`config.mk`:
```
export PLATFORM = sky130hd
export DESIGN_NAME = vend_fsm
export DESIGN_NICKNAME = d
export VERILOG_FILES = /design/src/rtl/vend_fsm.sv
export SDC_FILE = /design/constraint.sdc
export NUM_CORES = 1
export LEC_CHECK = 0
export CAP_MARGIN = 15
export CELL_PAD_IN_SITES_DETAIL_PLACEMENT = 1
export CELL_PAD_IN_SITES_GLOBAL_PLACEMENT = 1
export CORE_UTILIZATION = 35
export DETAILED_ROUTE_END_ITERATION = 8
export PLACE_DENSITY_LB_ADDON = 0.1
export REMOVE_ABC_BUFFERS = 1
export SLEW_MARGIN = 20
export SYNTH_ARGS = -nofsm -noshare
export SYNTH_HDL_FRONTEND = slang
export SYNTH_SLANG_ARGS = --single-unit
```
`constraint.sdc`:
```
create_clock -name clk -period 4 [get_ports clk]
set_input_delay 0.8 -clock clk [delete_from_list [all_inputs] [get_ports clk]]
set_output_delay 0.8 -clock clk [all_outputs]
set_load 0.02 [all_outputs]
```
`src/rtl/vend_fsm.sv`:
```
// Coin vending controller: two coin inputs, parametrised price, vend and change pulses.
// Optional cancel/refund path built when VEND_REFUND_EN is defined.
module vend_fsm #(
  parameter int PRICE    = 2,
  parameter int VAL_A    = 1,
  parameter int VAL_B    = 2,
  parameter int CREDIT_W = 4
) (
  input  logic                clk,
  input  logic                rst,
  input  logic                a,
  input  logic                b,
  input  logic                cancel,
  output logic                outp,
  output logic                charge,
  output logic                busy,
  output logic [CREDIT_W-1:0] credit
);

  typedef enum logic [2:0] {
    IDLE   = 3'd0,
    ACCUM  = 3'd1,
    VEND   = 3'd2,
    CHANGE = 3'd3,
    REFUND = 3'd4
  } state_t;

  localparam logic [CREDIT_W:0] P  = (CREDIT_W+1)'(PRICE);
  localparam logic [CREDIT_W:0] VA = (CREDIT_W+1)'(VAL_A);
  localparam logic [CREDIT_W:0] VB = (CREDIT_W+1)'(VAL_B);

  state_t              state, state_nx;
  logic [CREDIT_W-1:0] cred, cred_nx;
  logic [CREDIT_W:0]   sum;

`ifndef VEND_REFUND_EN
  logic unused_cancel;
  assign unused_cancel = cancel;
`endif

  always_ff @(posedge clk) begin
    if (!rst) begin
      state <= IDLE;
      cred  <= '0;
    end else begin
      state <= state_nx;
      cred  <= cred_nx;
    end
  end

  // One extra bit keeps the coin sum exact before the price compare
  assign sum = {1'b0, cred} + (a ? VA : '0) + (b ? VB : '0);

  always_comb begin
    state_nx = state;
    cred_nx  = cred;
    unique case (state)
      IDLE, ACCUM: begin
        if (sum >= P) begin
          state_nx = VEND;
          cred_nx  = CREDIT_W'(sum - P);
        end else if (sum != '0) begin
          state_nx = ACCUM;
          cred_nx  = CREDIT_W'(sum);
`ifdef VEND_REFUND_EN
          if (state == ACCUM && cancel)
            state_nx = REFUND;
`endif
        end else begin
          state_nx = IDLE;
        end
      end
      VEND: begin
        state_nx = (cred != '0) ? CHANGE : IDLE;
      end
`ifdef VEND_REFUND_EN
      CHANGE, REFUND: begin
`else
      CHANGE: begin
`endif
        if (cred <= CREDIT_W'(1)) begin
          state_nx = IDLE;
          cred_nx  = '0;
        end else begin
          cred_nx = cred - CREDIT_W'(1);
        end
      end
      default: begin
        state_nx = IDLE;
        cred_nx  = '0;
      end
    endcase
  end

  always_comb begin
    outp   = 1'b0;
    charge = 1'b0;
    busy   = 1'b0;
    unique case (state)
      VEND: begin
        outp = 1'b1;
        busy = 1'b1;
      end
`ifdef VEND_REFUND_EN
      CHANGE, REFUND: begin
`else
      CHANGE: begin
`endif
        charge = 1'b1;
        busy   = 1'b1;
      end
      default: ;
    endcase
  end

  assign credit = cred;

endmodule

```
# ---- Word-level counts from Yosys, hierarchy flattened
# Cells that the tools add are included.
dict set report totals {
  inputBits 5
  reg_bits 7
  output_inout_bits 7
  wordCells 34
}
dict set report classes {
  addsub 4
  n_eq_ne 5
  magnitude_cmp 2
  n_bitwise 1
  muxes 14
  reduce_logical 6
}
# cell count
set ops {}
lappend ops {{$mux 4} 3}
lappend ops {{$pmux 4 s3} 1}
lappend ops {{$pmux 3 s3} 1}
lappend ops {{$eq 3x2->1 const B} 2}
lappend ops {{$mux 2} 3}
lappend ops {{$add 4x1->5} 1}
lappend ops {{$add 5x2->5} 1}
lappend ops {{$ge 5x2->1 const B} 1}
lappend ops {{$mux 1} 5}
lappend ops {{$reduce_bool 5->1} 1}
lappend ops {{$le 4x1->1 const B} 1}
lappend ops {{$reduce_bool 4->1} 1}
lappend ops {{$reduce_or 2->1} 2}
lappend ops {{$sub 4x1->4 const B} 1}
lappend ops {{$sub 4x2->4 const B} 1}
lappend ops {{$eq 3x1->1 const B} 1}
lappend ops {{$logic_not 3->1} 1}
lappend ops {{$mux 3} 1}
lappend ops {{$ne 3x3->1 const B} 1}
lappend ops {{$ne 2x2->1 const B} 1}
lappend ops {{$reduce_and 2->1} 1}
lappend ops {{$not 1->1} 1}

# ---- Longest topological paths before layout
dict set report depth {
  depth_word 7
  depth_mapped 12
  ltp_nobuf 11
}

# ---- Worst setup path before layout
# Ideal clock, no wire load.
dict set report synth_timing {
  kind {input -> register}
  start {input port a}
  end {register cred[3] (netlist: credit[3])}
  stages 12
  n_path_buf 1
  arrival_ns 2.879
  slack_ns 1.063
  required_ns 3.942
  setup_ns 0.058
  cell_sequence {ha_1 > inv_1 > fa_1 > xnor2_2 > inv_1 > ha_1 > buf_2 > or3b_1 > mux2i_1 > a311oi_1 > o221ai_1 > o211a_1}
}
dict set report synth_via {
  elab_chain_cells 6
  elab_cells_between_ends 11
  cone_classes {add/sub (3); order compare (1); eq/ne (1); mux (4); reduce/logical (2)}
}
# element line_no
set synth_lines {}
lappend synth_lines {{start, declared} 11} ;# input logic a,
lappend synth_lines {{$mux 1 (*)} 52} ;# assign sum = {1'b0, cred} + (a ? VA : '0) + (b ? VB : '0);
lappend synth_lines {{$add 4x1->5 (*)} 52}
lappend synth_lines {{$add 5x2->5 (*)} 52}
lappend synth_lines {{$sub 4x2->4 (tied with other cells)} 61} ;# cred_nx = CREDIT_W'(sum - P);
lappend synth_lines {{$mux 4 or $ne 3x3->1 (tied branches)} n/a}
lappend synth_lines {{$pmux 4 s3 or $reduce_and 2->1 (tied branches)} n/a}
lappend synth_lines {{end signal, assigned} 47} ;# cred <= cred_nx;
lappend synth_lines {{end, declared} 33} ;# logic [CREDIT_W-1:0] cred, cred_nx;
# Every way passes the cells marked *; elsewhere a longest branch is shown, timed or not. The select of a mux whose other input is x is not followed.
# A chain may end at the register's enable or synchronous reset.

# ---- Worst setup path in the final report
# Same ends and word-level chain as after synthesis.

==> results.cfg <==
[logic_synthesis]
synth_top_family_by_area = compound AO/OA/AOI/OAI gates
synth_ff_type = dfxtp_1
synth_compound_area_share_pct = 30.9
ys_ff_latch = 6
yosysSeqAreaShare_pct = 18.1
synth_fa_ha_area_share_pct = 14.3
synth_xor_area_share_pct = 3.77
synth_cells = 79
synth_area_um2 = 663
yosys.area_share.simple_pct = 18.9
synthMuxAreaShare_pct = 4.72
synth_warnings = 0
async_reset_ff_share_pct = 0
synth.avg_cell_area_um2 = 8.39
synth_cell_type_count = 40
synth-edff-count = 0

[cts]
hold_buffers = 0
cts_tree = done
root_buffer = clkbuf_4
post_cts_buffers = 0
numCtsBuffers = 3
ctsResizeCount = 0
path_clk_slew_ps = 50
htreeDepth = 1
clockBufferDepth = 2
clkLatencyLatePin_ps = 240
cts.sinks = 6

[drt]
via_per_inst = 5.17
wirelength_mm = 1.58
wl_per_cell_um = 13.8
drtIter0Drc = 12
drc_errors = 0
ant_nets = 0
drt-pass1-iter-count = 4
via_count = 589

[timing]
tightest_slew_ps = 423
grt_setup_unrepaired = false
max_freq_ghz = 0.285
relSlewSlack_pct = 71.7
hold_slack_ps = 559
setup_viol = 0
skew_ps = 1.71
finalMaxSlewViolations = 0
period_share_pct = 87.7
setup_tns_ps = 0
hold_viol = 0
layout_min_cycle_time_ps = 3510
finalWorstSetupSlack_ps = 493

[critical_path]
crit_fanout = 9
crit_path_end_kind = flop
cp.arrival_ps = 3690
start_kind = input pin
setup.worst_path.class = input pin to flop
required_ps = 4190
regToRegSetupSlack_ps = 1020

[floorplan]
start_util_pct = 38.0
core_area_um2 = 1750
die_w_um = 45.5
placementRows = 15
pin_count = 12
dieArea_um2 = 2070
die_h_um = 45.5

[placement]
place_area_um2 = 778
gp_congestion = 0.808
dp_slack_ps = 242
dp_hpwl_mm = 1.29
portBuffers = 10

[finish]
nNetsFinal = 103
postLayoutCellArea_um2 = 801
drive_gt1_share_pct = 13.5
diodes = 0
area_delta_synth_final_pct = 20.8
fill_cells = 220

[run_status]
outcome = completed

[global_routing]
antenna_found_initial = 0
grt_max_degree = 12
grt_pass1_vias = 571
grt_pass1_wl_mm = 2.70
gr-total-overflow = 0
grt_usage_pct = 18.4

[pwr]
p_leak_nw = 0.338
ir_drop_mv = 0.331
power_density_nw_per_um2 = 906
power_uw = 725

[hold_path]
worst_hold_path_type = flop to flop

[flow_run]
maxCapViolations = 0
[layer usage]
layer  routed length [um]  share of wire [%]  track usage (%)
met2                  766                 49             29.7
met4                    0                  0             1.82
met5                    0                  0                0
met1                  764                 48             24.4
met3                   46                2.9             5.95
[flip-flops by register name, indices dropped and copies added, names as in the netlist]
signal  cells
credit      4
state       2
[stage by stage]
stage	cells	utilization, %
after floorplan	75	-
after global placement	111	44.6
after detailed placement	111	44.6
after CTS	114	45.9
after global routing	114	45.9
final	114	45.9
[placed cells by master, fill, tap and decap left out, types with 2 or more instances in the layout]
cell             synthesis  final
a21oi_1                  3      3
a31oi_1                  3      3
clkbuf_4                 0      3
clkdlybuf4s50_1          0     10
dfxtp_1                  6      6
ha_1                     6      6
inv_1                   10     10
mux2i_1                  2      2
nand2_1                  4      4
nand2b_1                 3      3
nor2_1                   6      6
o21a_1                   2      2
o21ai_0                  3      3
o21ai_1                  2      2
[power breakdown]
part           internal, mW  leakage, nW  switching, mW
registers            0.0878       0.0497         0.0544
clock network        0.0340       0.0138         0.0220
logic                 0.245        0.274          0.282
total                 0.367        0.338          0.359
[logic make-up after synthesis]
| kind of cell | after synthesis |
|---|---|
| flops | 6 |
| xor+xnor | 2 |
| buf+inv | 14 |
| compound gates | 25 |
| fa+ha+maj | 7 |
| mux | 3 |
| simple gates | 22 |
[layout make-up]
type,count,area [um2],area share (%)
multi-input cells,59,482,60.2
flip-flops and latches,6,120,15.0
repair buffers,11,108,13.4
inverters,10,37.5,4.69
well taps,25,31.3,3.91
clock buffers,3,22.5,2.81
[worst paths after layout]
kind,startpoint,to,cells past startpoint
worst max-delay path,a,credit[3],12
worst min-delay path,credit[0],credit[0],2
worst max register to register,credit[0],credit[3],11
worst min register to register,credit[0],credit[0],2
[worst max-delay path, stage by stage]
cell,delay [ps]
clkdlybuf4s50_1,460
ha_1,210
inv_1,70
fa_1,470
xnor2_2,210
inv_1,80
ha_1,350
or3b_1,390
mux2i_1,150
a311oi_1,130
o221ai_1,200
o211a_1,170
[Yosys cell counts (2+ instances only)]
cell type | count | area (um2)
buf_4 | 2 | 15.0
o21ai_0 | 3 | 15.0
inv_1 | 10 | 37.5
o21a_1 | 2 | 15.0
nand2_1 | 4 | 15.0
o21ai_1 | 2 | 10.0
mux2i_1 | 2 | 20.0
a31oi_1 | 3 | 18.8
nor2_1 | 6 | 22.5
dfxtp_1 | 6 | 120
ha_1 | 6 | 75.1
a21oi_1 | 3 | 15.0
nand2b_1 | 3 | 18.8
No activity file was read; power rests on OpenSTA's default activity.
